==> src/rtl/spi_cfg_pkg.sv <==
// Shared definitions for the SPI configuration master: register map, frame format, FSM states.
// No logic; make_frame builds the 16-bit write frame {1'b1, addr, data}, MSB sent first.
// Imported by spi_cfg_master.
package spi_cfg_pkg;

  localparam int FRAME_W = 16;

  // Target register map
  localparam logic [6:0] ADDR_OUT_7_0   = 7'h00;
  localparam logic [6:0] ADDR_OUT_15_8  = 7'h01;
  localparam logic [6:0] ADDR_PWM_7_0   = 7'h02;
  localparam logic [6:0] ADDR_PWM_15_8  = 7'h03;
  localparam logic [6:0] ADDR_PWM_DUTY  = 7'h04;
  localparam logic [6:0] ADDR_MAX       = ADDR_PWM_DUTY;

  typedef enum logic [2:0] {
    IDLE,
    SETUP,
    SHIFT_HI,
    SHIFT_LO,
    HOLD,
    GAP
  } state_t;

  // Leading 1 marks the frame as a write.
  function automatic logic [FRAME_W-1:0] make_frame(input logic [6:0] addr,
                                                   input logic [7:0] data);
    return {1'b1, addr, data};
  endfunction

endpackage

==> src/rtl/spi_cfg_rr_arb.sv <==
// Two-way round-robin grant between requesters A and B.
// Grants are combinational; the pointer updates one cycle after an acceptance.
// A requester that is not granted simply waits; no state is kept for it.
module spi_cfg_rr_arb (
  input  logic clk,
  input  logic rst_n,
  input  logic a_valid,
  input  logic b_valid,
  input  logic a_take,
  input  logic b_take,
  output logic gnt_a,
  output logic gnt_b
);

  // 1 when A was served last, so B wins the next tie.
  logic prefer_b;

  // Move the pointer away from whichever requester was just accepted.
  always_ff @(posedge clk or negedge rst_n) begin
    if (!rst_n) begin
      prefer_b <= 1'b0;
    end else if (a_take) begin
      prefer_b <= 1'b1;
    end else if (b_take) begin
      prefer_b <= 1'b0;
    end
  end

  assign gnt_a = a_valid && (!b_valid || !prefer_b);
  assign gnt_b = b_valid && (!a_valid || prefer_b);

endmodule

==> src/rtl/spi_cfg_master.sv <==
// SPI write-only configuration master for two requesters; frames are {1, addr[6:0], data[7:0]}.
// nCS falls the cycle after acceptance and stays low 34*CLK_DIV cycles, then a 2*CLK_DIV gap.
// Ready is offered only in IDLE; SPI_CFG_ADDR_CHECK_EN rejects addr > ADDR_MAX with an err pulse.
module spi_cfg_master
  import spi_cfg_pkg::*;
#(
  parameter int CLK_DIV = 4
) (
  input  logic       clk,
  input  logic       rst_n,
  input  logic       a_valid,
  output logic       a_ready,
  input  logic [6:0] a_addr,
  input  logic [7:0] a_data,
  input  logic       b_valid,
  output logic       b_ready,
  input  logic [6:0] b_addr,
  input  logic [7:0] b_data,
  output logic       busy,
  output logic       done,
  output logic       err,
  output logic       SCLK,
  output logic       nCS,
  output logic       COPI
);

  localparam int              DIV_W    = $clog2(CLK_DIV);
  localparam logic [DIV_W-1:0] DIV_LAST = DIV_W'(CLK_DIV - 1);
  localparam logic [4:0]      LAST_BIT = 5'(FRAME_W - 1);

  state_t             state, state_nxt;
  logic [DIV_W-1:0]   div_cnt, div_nxt, div_inc;
  logic [4:0]         bit_cnt, bit_nxt;
  logic [FRAME_W-1:0] shreg, sh_nxt;
  logic               err_q, err_nxt;

  logic       gnt_a, gnt_b;
  logic       idle, div_last, frame_active;
  logic       acc_a, acc_b, acc;
  logic [6:0] acc_addr;
  logic [7:0] acc_data;
  logic       bad_addr;

  spi_cfg_rr_arb u_arb (
    .clk     (clk),
    .rst_n   (rst_n),
    .a_valid (a_valid),
    .b_valid (b_valid),
    .a_take  (acc_a),
    .b_take  (acc_b),
    .gnt_a   (gnt_a),
    .gnt_b   (gnt_b)
  );

  assign idle = (state == IDLE);

  // rst_n gate keeps ready low while reset is held even though state already reads IDLE.
  assign a_ready = rst_n && idle && gnt_a;
  assign b_ready = rst_n && idle && gnt_b;

  assign acc_a    = a_valid && a_ready;
  assign acc_b    = b_valid && b_ready;
  assign acc      = acc_a || acc_b;
  assign acc_addr = acc_a ? a_addr : b_addr;
  assign acc_data = acc_a ? a_data : b_data;

`ifdef SPI_CFG_ADDR_CHECK_EN
  assign bad_addr = (acc_addr > ADDR_MAX);
`else
  assign bad_addr = 1'b0;
`endif

  assign div_last = (div_cnt == DIV_LAST);
  assign div_inc  = div_last ? '0 : div_cnt + DIV_W'(1);

  // Next-state, counter and shift-register update for the frame sequencer.
  always_comb begin
    state_nxt = state;
    div_nxt   = '0;
    bit_nxt   = bit_cnt;
    sh_nxt    = shreg;
    err_nxt   = 1'b0;
    unique case (state)
      IDLE: begin
        bit_nxt = '0;
        if (acc) begin
          if (bad_addr) begin
            // Handshake completes but nothing is sent; stay in IDLE.
            err_nxt = 1'b1;
          end else begin
            state_nxt = SETUP;
            sh_nxt    = make_frame(acc_addr, acc_data);
          end
        end
      end
      SETUP: begin
        div_nxt = div_inc;
        if (div_last) state_nxt = SHIFT_HI;
      end
      SHIFT_HI: begin
        div_nxt = div_inc;
        if (div_last) begin
          // Next bit appears on COPI as SCLK falls.
          state_nxt = SHIFT_LO;
          sh_nxt    = {shreg[FRAME_W-2:0], 1'b0};
        end
      end
      SHIFT_LO: begin
        div_nxt = div_inc;
        if (div_last) begin
          if (bit_cnt == LAST_BIT) begin
            state_nxt = HOLD;
            bit_nxt   = '0;
          end else begin
            state_nxt = SHIFT_HI;
            bit_nxt   = bit_cnt + 5'd1;
          end
        end
      end
      HOLD: begin
        div_nxt = div_inc;
        if (div_last) state_nxt = GAP;
      end
      GAP: begin
        // Gap spans two divider periods; bit_cnt counts them.
        div_nxt = div_inc;
        if (div_last) begin
          if (bit_cnt == 5'd1) begin
            state_nxt = IDLE;
            bit_nxt   = '0;
          end else begin
            bit_nxt = bit_cnt + 5'd1;
          end
        end
      end
      default: state_nxt = IDLE;
    endcase
  end

  // State, counters, frame shift register and err pulse registers.
  always_ff @(posedge clk or negedge rst_n) begin
    if (!rst_n) begin
      state   <= IDLE;
      div_cnt <= '0;
      bit_cnt <= '0;
      shreg   <= '0;
      err_q   <= 1'b0;
    end else begin
      state   <= state_nxt;
      div_cnt <= div_nxt;
      bit_cnt <= bit_nxt;
      shreg   <= sh_nxt;
      err_q   <= err_nxt;
    end
  end

  assign frame_active = (state == SETUP) || (state == SHIFT_HI) ||
                        (state == SHIFT_LO) || (state == HOLD);

  assign SCLK = (state == SHIFT_HI);
  assign nCS  = !frame_active;
  assign COPI = frame_active && shreg[FRAME_W-1];
  assign busy = !idle;
  // First cycle of GAP is the cycle right after HOLD exits.
  assign done = (state == GAP) && (bit_cnt == 5'd0) && (div_cnt == '0);
  assign err  = err_q;

endmodule

==> config.mk <==
export PLATFORM = sky130hd
export DESIGN_NAME = spi_cfg_master
export DESIGN_NICKNAME = d
export VERILOG_FILES = /design/src/rtl/spi_cfg_pkg.sv /design/src/rtl/spi_cfg_rr_arb.sv /design/src/rtl/spi_cfg_master.sv
export SDC_FILE = /design/constraint.sdc
export NUM_CORES = 1
export LEC_CHECK = 0
export ABC_AREA = 1
export ABC_CLOCK_PERIOD_IN_PS = 2700
export BUFFER_PORTS_ARGS = -buffer_cell sky130_fd_sc_hd__clkbuf_2
export CAP_MARGIN = 20
export CORE_ASPECT_RATIO = 0.6
export CORE_MARGIN = 4
export CORE_UTILIZATION = 48
export CTS_CLUSTER_DIAMETER = 120
export CTS_CLUSTER_SIZE = 20
export DETAILED_ROUTE_END_ITERATION = 7
export GPL_TIMING_DRIVEN = 0
export PLACE_DENSITY = 0.8
export SLEW_MARGIN = 0
export SYNTH_ARGS = -nofsm -noshare
export SYNTH_HDL_FRONTEND = slang
export SYNTH_SLANG_ARGS = --single-unit
==> constraint.sdc <==
create_clock -name clk -period 2.7 [get_ports clk]
set_input_delay 0.405 -clock clk [delete_from_list [all_inputs] [get_ports clk]]
set_output_delay 0.405 -clock clk [all_outputs]
set_load 0.02 [all_outputs]
==> results.json, run 1 <==
{
  "drive_gt1_share_pct": 22.6,
  "postRouteAntennaNets": 0,
  "stdcell_count": 366,
  "ys_ff_latch": 27,
  "syn_nets": 316,
  "nets": 361,
  "io_buffers": 40,
  "slowest_stage": "clkbuf_2",
  "ff2ff_path_depth": 8,
  "holdBufCountCts": 0,
  "worst_pin_slew_ps": 790,
  "root_buffer": "clkbuf_8",
  "drt_wl_total_um": 4270,
  "cts_tree": "done",
  "netlist_instances": 275,
  "outcome": "finished, final reports clean",
  "netlist_area_um2": 1860,
  "start_kind": "primary input",
  "path_class": "in2out",
  "cts_resized": 0,
  "core-area_um2": 3700,
  "synth-xor-area-share_pct": 0.471,
  "rows": 17,
  "place_inst": 362,
  "num_vias": 1796,
  "die_x_um": 88.3,
  "drt_iter0_markers": 133,
  "cts_num_sinks": 27,
  "start_util_pct": 50.2,
  "post_cts_buffers": 0,
  "die_h_um": 56.2,
  "yosys.area_share.simple_pct": 46.3,
  "crit_start": "rst_n",
  "synthAdderAreaFrac_pct": 4.71,
  "layout_min_cycle_time_ps": 2250,
  "final_common_cell": "nand2_1",
  "setup_viol": 0,
  "synth_compound_area_share_pct": 3.03,
  "crit_fanout": 30,
  "antenna_found_initial": 0,
  "final_area_um2": 2160,
  "layout_common_cells": "nand2_1, clkbuf_2, nor2_1",
  "total_power_mw": 2.02,
  "regArea_um2": 676,
  "reg2reg_from": "state[1]",
  "firstDrtPassIters": 5,
  "relSlewSlack_pct": 47.3,
  "grt_pass1_vias": 1580,
  "post_dp_cell_area_um2": 2120,
  "maxCapViolCount": 0,
  "slew_viol_final": 0,
  "r2r_slack_ps": 1060,
  "synth_top_family_by_area": "simple AND/OR/NAND/NOR gates",
  "grt_max_degree": 31,
  "multi_input_area_um2": 1020,
  "seq_area_frac_synth_pct": 36.4,
  "arrival_ps": 1850,
  "tns_ps": 0,
  "worst_r2r_endpoint": "shreg[8]",
  "synthMuxAreaShare_pct": 0,
  "vias_per_cell": 4.91,
  "critPathMaxStageDelay_ps": 590,
  "clkTransAtPathRegs_ps": 90,
  "cp.required_ps": 2300,
  "grtUsageTotal_pct": 18.5,
  "ir_drop_uv": 583,
  "crit_top_cell": "clkbuf_2",
  "numCtsBuffers": 3,
  "min_period_over_period_pct": 83.4,
  "grt_remaining_overflow": 0,
  "hold_viol": 0,
  "syn_to_final_growth_pct": 16.4,
  "crit_path_cell_trace": "clkbuf_2 > nand3_1 > nor2_4 > buf_6 > clkbuf_2",
  "critical_path.top_delay_family": "buffers and inverters",
  "yosysWarnings": 0,
  "ios": 42,
  "avgRoutedWirePerCell_um": 11.7,
  "die-area_um2": 4960,
  "crit_end": "a_ready",
  "powerDensity_nw_per_um2": 935,
  "fmax_mhz": 444,
  "dpl.hpwl_um": 3290,
  "crit_buf_inv": 3,
  "clockBufferDepth": 2,
  "fin_worst_skew_ps": 4.49,
  "cts-htree-levels": 1,
  "clkLatencyLatePin_ps": 270,
  "hold_path_class": "in2async",
  "num_antenna_cells": 0,
  "drc": 0,
  "ys_types": 27,
  "rsz0062_at_grt": "no",
  "crit_cells": 5,
  "grt_pass1_wl_um": 7290,
  "end_kind": "output port",
  "synth_area_per_cell_um2": 6.76,
  "nFillCells": 358,
  "routabilityCongestion": 0.906,
  "p_leak_nw": 1.28
}
[power breakdown]
| group | total, mW | switching, mW | internal (mW) |
|---|---|---|---|
| Combinational | 1.11 | 0.724 | 0.382 |
| Sequential | 0.685 | 0.119 | 0.566 |
| Clock | 0.231 | 0.125 | 0.106 |
| Total | 2.02 | 0.968 | 1.05 |
[state kept, by name, indices dropped and copies added, names as in the netlist]
register and cells:
shreg 16, bit_cnt 5, state 3, div_cnt 2
u_arb.prefer_b 1
[worst min-delay path by stage]
stage	startpoint	to	slack [ps]	depth (start not counted)
after global routing	rst_n	bit_cnt[1]	260	1
after floorplan	rst_n	bit_cnt[0]	110	0
after CTS	rst_n	bit_cnt[4]	220	1
after detailed placement	u_arb.prefer_b	u_arb.prefer_b	460	2
final	rst_n	bit_cnt[1]	200	1
after global placement	u_arb.prefer_b	u_arb.prefer_b	460	2
[per-stage QoR]
stage,hold WS (ps),utilization [%],worst slack (ps)
floorplan,109,-,1090
global placement,455,57.2,414
detailed placement,458,57.2,402
CTS,222,58.4,406
global route,259,58.4,271
finish,198,58.4,449
[layout make-up]
class | count | area share [%]
clock buffer | 4 | 2.08
inverter | 26 | 4.51
buffer | 9 | 3.13
sequential | 27 | 31.3
multi-input combinational | 213 | 47.0
timing repair buffer | 40 | 9.26
tap | 47 | 2.72
[metal layers]
metal / GRT usage (%) / vias to the layer above / wire length (um)
met1: 29.1 / 809 / 2240
met2: 25.5 / 48 / 1740
li1: - / 937 / -
met5: 0 / - / 0
met4: 3.45 / 0 / 21
met3: 4.29 / 2 / 266
[cells in the mapped netlist]
| cell type | instances | area share (%) |
|---|---|---|
| nand4_2 | 1 | 0.67 |
| nand2_1 | 113 | 23 |
| a21boi_0 | 1 | 0.40 |
| o21ai_0 | 2 | 0.54 |
| nand3_2 | 2 | 1.1 |
| conb_1 | 1 | 0.20 |
| nand3_1 | 27 | 7.3 |
| xor2_1 | 1 | 0.47 |
| nand3_4 | 1 | 0.94 |
| ha_1 | 7 | 4.7 |
| nor2_2 | 1 | 0.34 |
| inv_1 | 18 | 3.6 |
| buf_6 | 3 | 1.8 |
| buf_4 | 2 | 0.81 |
| dfrtp_1 | 27 | 36 |
| nand2_2 | 2 | 0.67 |
| clkbuf_1 | 1 | 0.20 |
| nand2_4 | 1 | 0.61 |
| inv_2 | 8 | 1.6 |
| nor2_8 | 1 | 1.1 |
| a21oi_2 | 1 | 0.47 |
| nor2_4 | 3 | 1.8 |
| nor2_1 | 38 | 7.7 |
| buf_2 | 3 | 0.81 |
| nand4_1 | 4 | 1.3 |
| a21oi_1 | 1 | 0.27 |
| o21ai_1 | 5 | 1.3 |
[worst register-to-register path, delay by kind of cell, from the launching register on]
family	cells	cell delay (ps)
and+or+nand+nor	7	960
buffers and inverters	1	140
DFF	1	490
[cells by family (layout without fill, tap and decap cells)]
family / count (synthesis) / count (layout)
and+or+nand+nor: 194 / 194
buffers and inverters: 35 / 79
DFF: 27 / 27
AOI/OAI and AO/OA: 10 / 10
adders and majority gates: 7 / 7
other: 1 / 1
xor gates and xnor gates: 1 / 1
Note: power is estimated with default switching activity, not from simulation.
==> run 2, diff against run 1 <==
ABC_CLOCK_PERIOD_IN_PS = 1950   (was 2700)
PLACE_DENSITY = 0.83   (was 0.8)
clock period = 1.95 ns   (was 2.7 ns; I/O delays follow)
==> run 2 against run 1 <==
Against the previous run: via count down 0.33%; non-clock buffer count up 3; count of clock-buffer cells in the layout unchanged; critical path depth up 1; final cell count up 0.82%; global-route usage up 0.56 points; largest power group unchanged; register-to-register slack worse by 840 ps; die area unchanged; clock skew up 0.99 ps; critical path type is now reg2out; utilization up 1.3 points; sequential share of layout area down 0.58 points.
==> results.json, run 2 (same netlist as run 1, synthesis figures left out) <==
{
  "outcome": "finished, final reports clean",
  "slew_viol_final": 0,
  "end_kind": "output port",
  "die_x_um": 88.3,
  "drt_wl_total_um": 4450,
  "ios": 42,
  "routabilityCongestion": 0.887,
  "clkLatencyLatePin_ps": 270,
  "cp.required_ps": 1660,
  "grtUsageTotal_pct": 19.0,
  "rows": 17,
  "num_vias": 1790,
  "reg_top3": "shreg x16, bit_cnt x5, state x3",
  "num_antenna_cells": 0,
  "syn_to_final_growth_pct": 19.0,
  "io_buffers": 40,
  "die_h_um": 56.2,
  "nets": 364,
  "die-area_um2": 4960,
  "grt_max_degree": 28,
  "setup_viol": 0,
  "p_leak_nw": 1.30,
  "path_class": "reg2out",
  "core-area_um2": 3700,
  "clkTransAtPathRegs_ps": 90,
  "top_register": "shreg",
  "ir_drop_uv": 749,
  "layout_common_cells": "nand2_1, clkbuf_2, nor2_1",
  "fin_worst_skew_ps": 5.48,
  "cts_tree": "done",
  "firstDrtPassIters": 4,
  "clockBufferDepth": 2,
  "stdcell_count": 369,
  "avgRoutedWirePerCell_um": 12.1,
  "place_inst": 362,
  "final_common_cell": "nand2_1",
  "postRouteAntennaNets": 0,
  "hold_path_class": "in2async",
  "final_util_pct": 59.7,
  "cts_num_sinks": 27,
  "tns_ps": 0,
  "antenna_found_initial": 0,
  "maxCapViolCount": 0,
  "grt_remaining_overflow": 0,
  "arrival_ps": 1560,
  "largest_register_ffs": 16,
  "vias_per_cell": 4.85,
  "drive_gt1_share_pct": 24.5,
  "hold_viol": 0,
  "dpl.hpwl_um": 3420,
  "drt_iter0_markers": 119,
  "numCtsBuffers": 3,
  "layout_min_cycle_time_ps": 1860,
  "grt_pass1_vias": 1639,
  "fin_ws_ps": 94.5,
  "dp_slack_ps": -119,
  "start_util_pct": 50.2,
  "crit_fanout": 6,
  "fmax_mhz": 539,
  "drc": 0,
  "powerDensity_nw_per_um2": 1290,
  "grt_pass1_wl_um": 7530,
  "cts-htree-levels": 1,
  "nFillCells": 356,
  "start_kind": "flop",
  "min_period_over_period_pct": 95.2,
  "root_buffer": "clkbuf_8"
}
run 2: cell count changes in the layout (fill, tap and decap cells not counted):
cell / delta
nor2_2: +1
dfrtp_2: +2
buf_12: +1
inv_4: +1
buf_4: +3
clkbuf_2: -1
dfrtp_1: -2
nor2_1: -1
clkbuf_4: +1
clkbuf_1: -1
inv_2: -1
run 2: power by group:
group          switching (mW)  total [mW]  internal [mW]
clock network           0.170       0.317          0.147
registers               0.170       0.958          0.788
logic                    1.03        1.59          0.562
run 2: worst paths after layout:
check / from / end / slack [ps] / cells past startpoint
max reg2reg: state[2] / shreg[11] / 220 / 8
min reg2reg: shreg[2] / shreg[2] / 490 / 2
min: rst_n / u_arb.prefer_b / 40 / 2
min in group clk: b_addr[6] / shreg[14] / 310 / 5
max: state[2] / COPI / 90 / 6
max in group asynchronous: rst_n / state[0] / 1750 / 2
run 2: what timing repair did:
item                                   in CTS  in global routing
buffers inserted                            1                  2
endpoints found under the hold margin      27                  0
setup endpoints to repair                   2                  3
pin swaps                                   1                  0
hold buffers                                1                  0
resized for setup                           1                  4
run 2: final cells by class:
type	instances	area, um^2	share of cell area, %
plain buffers	8	63.8	2.89
flip-flops and latches	27	678	30.7
clock buffers	4	45.0	2.04
repair buffers	44	245	11.1
inverters	26	100	4.53
multi-input cells	213	1020	46.1
well taps	47	58.8	2.66
run 2: worst max-delay path, stage by stage (launching register included):
cell and delay [ps]:
dfrtp_1 510, inv_4 160, nand3_2 120, nand3_1 120, inv_2 50, nor2_1 120, clkbuf_2 190
run 2: layer usage:
layer | wire (um) | GRT usage, % | up-vias
li1 | - | - | 941
met3 | 248 | 4.73 | 4
met5 | 0 | 0 | -
met1 | 2270 | 29.0 | 804
met4 | 29 | 3.45 | 0
met2 | 1900 | 27.2 | 41
run 2: stage by stage:
stage	total power [mW]	instance area, um^2	hold WS (ps)
global placement	2.44	2120	398
CTS	2.82	2190	38.4
finish	2.86	2210	36.1
detailed placement	2.50	2120	410
global route	3.14	2210	41.0
floorplan	2.10	1860	-3.09
